[config.mk]
export PLATFORM = sky130hd
export DESIGN_NAME = eth_stats_counter
export DESIGN_NICKNAME = d
export VERILOG_FILES = /design/src/rtl/eth_stats_counter.sv
export SDC_FILE = /design/constraint.sdc
export NUM_CORES = 1
export LEC_CHECK = 0
export BUFFER_PORTS_ARGS = -buffer_cell sky130_fd_sc_hd__buf_2
export CAP_MARGIN = 15
export CORE_MARGIN = 8
export CORE_UTILIZATION = 30
export DETAILED_ROUTE_END_ITERATION = 8
export GPL_TIMING_DRIVEN = 0
export HOLD_SLACK_MARGIN = 0.08
export PLACE_DENSITY_LB_ADDON = 0.25
export SETUP_SLACK_MARGIN = 0.5
export SYNTH_ARGS = -nofsm -noshare
export SYNTH_HDL_FRONTEND = slang
export SYNTH_HIERARCHICAL = 1
export SYNTH_SLANG_ARGS = --single-unit
[constraint.sdc]
create_clock -name clk -period 5.1 [get_ports clk]
set_clock_uncertainty 0.05 [all_clocks]
set_input_delay 0.51 -clock clk [delete_from_list [all_inputs] [get_ports clk]]
set_output_delay 0.51 -clock clk [all_outputs]
set_load 0.1 [all_outputs]
[src/rtl/eth_stats_counter.sv]
// Passive TX/RX frame monitor producing 64-bit byte/good/bad counters; commit latency 1 cycle after last beat.
// Never backpressures: valid/ready are only observed, and a beat is valid & ready.
module eth_stats_dir #(
  parameter int len_width = 16
) (
  input  logic        clk,
  input  logic        rst,
  input  logic        enable,
  input  logic        valid,
  input  logic        ready,
  input  logic        last,
  input  logic        user,
  output logic [63:0] bytes,
  output logic [63:0] good,
  output logic [63:0] bad
);

  typedef enum logic [1:0] {IDLE, COUNT, SKIP} state_t;

  state_t               state, state_nxt;
  logic [len_width-1:0] len, len_nxt, fin_len;
  logic                 err, err_nxt, fin_err;
  logic                 commit;
  logic                 beat;

  assign beat = valid & ready;

  always_comb begin
    state_nxt = state;
    len_nxt   = len;
    err_nxt   = err;
    commit    = 1'b0;
    fin_len   = len;
    fin_err   = err;
    case (state)
      IDLE: begin
        if (beat) begin
          if (enable) begin
            len_nxt = len_width'(1);
            err_nxt = user;
            if (last) begin
              commit  = 1'b1;
              fin_len = len_width'(1);
              fin_err = user;
            end else begin
              state_nxt = COUNT;
            end
          end else if (!last) begin
            state_nxt = SKIP;
          end
        end
      end
      COUNT: begin
        if (beat) begin
          // Length saturates so an oversized frame reports the maximum rather than wrapping.
          len_nxt = (&len) ? len : len + len_width'(1);
          err_nxt = err | user;
          if (last) begin
            commit    = 1'b1;
            fin_len   = len_nxt;
            fin_err   = err_nxt;
            state_nxt = IDLE;
          end
        end
      end
      SKIP: begin
        if (beat && last) state_nxt = IDLE;
      end
      default: state_nxt = IDLE;
    endcase
  end

  always_ff @(posedge clk) begin
    if (rst) begin
      state <= IDLE;
      len   <= '0;
      err   <= 1'b0;
      bytes <= '0;
      good  <= '0;
      bad   <= '0;
    end else begin
      state <= state_nxt;
      len   <= len_nxt;
      err   <= err_nxt;
      if (commit) begin
        if (fin_err) begin
          bad <= bad + 64'd1;
        end else begin
          good  <= good + 64'd1;
          bytes <= bytes + 64'(fin_len);
        end
      end
    end
  end

endmodule

module eth_stats_counter #(
  parameter int len_width = 16
) (
  input  logic        clk,
  input  logic        rst,
  input  logic        enable,
  input  logic        tx_valid,
  input  logic        tx_ready,
  input  logic        tx_last,
  input  logic        tx_user,
  input  logic        rx_valid,
  input  logic        rx_ready,
  input  logic        rx_last,
  input  logic        rx_user,
  output logic [63:0] tx_bytes,
  output logic [63:0] tx_good,
  output logic [63:0] tx_bad,
  output logic [63:0] rx_bytes,
  output logic [63:0] rx_good,
  output logic [63:0] rx_bad
);

  eth_stats_dir #(.len_width(len_width)) u_tx (
    .clk    (clk),
    .rst    (rst),
    .enable (enable),
    .valid  (tx_valid),
    .ready  (tx_ready),
    .last   (tx_last),
    .user   (tx_user),
    .bytes  (tx_bytes),
    .good   (tx_good),
    .bad    (tx_bad)
  );

  eth_stats_dir #(.len_width(len_width)) u_rx (
    .clk    (clk),
    .rst    (rst),
    .enable (enable),
    .valid  (rx_valid),
    .ready  (rx_ready),
    .last   (rx_last),
    .user   (rx_user),
    .bytes  (rx_bytes),
    .good   (rx_good),
    .bad    (rx_bad)
  );

endmodule
==> reports/metrics.yaml <==
outcome: "finished, final reports clean"
numPortBuffers: 392
yosys-top-cells-count: "422 x dfxtp_1, 346 x nor2_1, 217 x nand2_1"
syn_inst: 2905
drt_iter0_drc: 1671
cp-start-kind: "flop"
cp_slowest_stage_delay_ns: 0.47
cts_tree: "built"
clock.fmax_mhz: 227
synth_seq_cells: 422
async_reset_ff_share_pct: 0
layout-drive-gt1-share_pct: 20.6
ys_seq_area_share_pct: 36.1
path_buf_inv: 2
post-dp-hpwl_mm: 63.0
syn2layout_area_growth_pct: 22.7
die_area_um2: 87300
cp.arrival_ns: 4.84
hold_path_class: "in2reg"
ir_drop_mv: 0.225
synth_edf_count: 0
synth_ff_type: "dfxtp_1"
cp_common_cell: "ha_1"
cts_max_path_buffers: 3
swShare_pct: 23.2
drt_first_pass_iters: 5
yosysTopAreaCell: "dfxtp_1"
syn_area_um2: 23400
cts-root-buf: "clkbuf_16"
fillers: 8173
track_usage_pct: 18.2
pin_count: 395
viasPerCell: 5.25
cts.htree.levels: 2
power_mw: 7.48
antenna_found_initial: 4
p_leak_nw: 11.1
grt_util_met1_pct: 24.7
vias: 23300
crit_type: "reg2reg"
syn_nets: 2956
final_net_count: 3408
drv_slew: 0
post_drt_wl_per_cell_um: 18.9
p_seq_share_pct: 44.2
overflow: 0
switchingPower_mw: 1.74
drc: 0
cp-end-kind: "flop"
finalSetupViolCount: 0
yosysWarnings: 6
tightestPinTransition_ns: 1.06
cp_slowest_cell: "dfxtp_1"
synth_top_area_share_pct: 36.1
cp_max_fo: 8
period_needed_ns: 4.41
synth_area_leaders: "dfxtp_1 36%, nor2_1 5.5%, a21oi_1 4.3%, xor2_1 4.3%, nand4_1 3.8%"
crit_chain: "ha_1 > nand3_2 > or3_1 > and2_1 > mux2i_2 > ha_1 > inv_1 > fa_1 > nand2b_1 > a21oi_2 > o311ai_2 > and4_1 > clkbuf_2 > nor4_2 > mux2_2"
synthDistinctLibCells: 87
clock_latency_ns: 0.60
met2_usage_pct: 29.5
met3_usage_pct: 3.34
busiest_layer: "met2"
power.density_cell_area_nw_per_um2: 260
routed_wl_mm: 84.0
fin_crit_sh_pct: 86.4
place.gp.congestion: 0.891
critPathRequiredTime_ns: 5.54
fin_tns_setup_ns: 0
cts.sinks: 422
yosysMostFrequentCell: "dfxtp_1"
grt_pass1_vias: 21600
clkPwrFrac_pct: 52.8
numCtsBuffers: 53
die_h_um: 295
grt_first_pass_wirelength_mm: 129
hold_violations: 0
intPower_mw: 5.74
clk_pin_slew_worst_paths_ns: 0.06
crit_family: "simple AND/OR/NAND/NOR gates"
maxSlewHeadroom_pct: 29.1
drv_cap: 0
coreArea_um2: 77300
synth.avg_cell_area_um2: 8.07
rsz0062_at_grt: "false"
die_x_um: 295
grt_max_degree: 15
antenna_left: 0
start_util_pct: 30.3
placementRows: 102
power_frac_comb_pct: 2.9
per-stage QoR:
stage	utilization [%]	area, um2	std cells	worst slack, ns	hold WS [ns]
CTS	37.0	28600	4436	0.553	0.168
floorplan	-	23400	2905	1.11	0.409
detailed placement	34.5	26700	4338	0.0164	0.421
global route	37.2	28800	4443	0.501	0.214
finish	37.2	28800	4444	0.692	0.238
global placement	34.5	26700	4337	-0.0182	0.411
cell families after synthesis:
kind of cell             Yosys count  synth area share (%)
buffers and inverters            241                  4.10
AO/OA/AOI/OAI                    535                  15.0
AND/OR/NAND/NOR                 1393                  31.5
multiplexers                      85                  4.06
flip-flops                       422                  36.1
adder cells (fa/ha/maj)           40                  2.20
XOR/XNOR                         189                  7.07
metal layers:
metal  part of all wire, %  wire (um)
met5                     0          0
met1                    46      38300
met3                   6.2       5240
met4                   2.3       1960
met2                    46      38500
final cells by class:
cell class	instances	area, um2	area share, %
antenna	5	12.5	0.0435
buffer	168	723	2.52
clock buffer	77	1580	5.48
clock inverter	20	264	0.918
inverter	73	274	0.953
multi-input combinational	2242	14200	49.2
sequential	422	8450	29.4
tap	1040	1300	4.53
timing repair buffer	397	1990	6.94
tightest hold or removal path: cells and delay by family:
kind / cells / cell delay (ns)
AOI/OAI and AO/OA: 1 / 0.14
buffers and inverters: 1 / 0.13
and+or+nand+nor: 1 / 0.06
placed cells by master, fill, tap and decap left out, drive strengths merged, types with 75 or more instances in the layout:
master,Yosys,final
dfxtp,422,422
buf,20,416
nor2,347,347
clkbuf,148,226
nand2,217,217
a21oi,201,201
nand3,176,176
nand4,148,148
xor2,114,114
o21ai,93,93
nor2b,82,82
mux2,81,81
xnor2,75,75
sequential cells by signal, indices dropped and copies added (netlist names):
name,cells
u_rx/bad,64
u_rx/bytes,64
u_rx/good,64
u_tx/bad,64
u_tx/bytes,64
u_tx/good,64
u_rx/len,16
u_tx/len,16
u_rx/state,2
u_tx/state,2
u_rx/err,1
u_tx/err,1
worst paths after layout:
check | from | end | slack [ns] | depth (start not counted)
setup / recovery | u_tx/len[0] | u_tx/bytes[28] | 0.69 | 15
hold / removal | rx_ready | u_rx/state[0] | 0.24 | 3
setup reg to reg | u_tx/len[0] | u_tx/bytes[28] | 0.69 | 15
hold reg to reg | u_tx/bytes[5] | u_tx/bytes[5] | 0.42 | 2
power groups by stage:
stage | combinational [mW] | clock, mW | sequential [mW]
global route | 0.241 | 4.22 | 3.31
detailed placement | 0.221 | 0 | 3.38
global placement | 0.219 | 0 | 3.38
floorplan | 0.124 | 0 | 3.39
CTS | 0.221 | 4.10 | 3.31
finish | 0.220 | 3.95 | 3.31
what timing repair did:
item | CTS | global route
hold buffers | 0 | 0
pin swaps | 1 | 1
buffers inserted | 1 | 2
hold endpoints to repair | 0 | 0
gates resized for setup | 22 | 54
setup endpoints to repair | 78 | 81
Note: power is estimated with default switching activity, not from simulation.
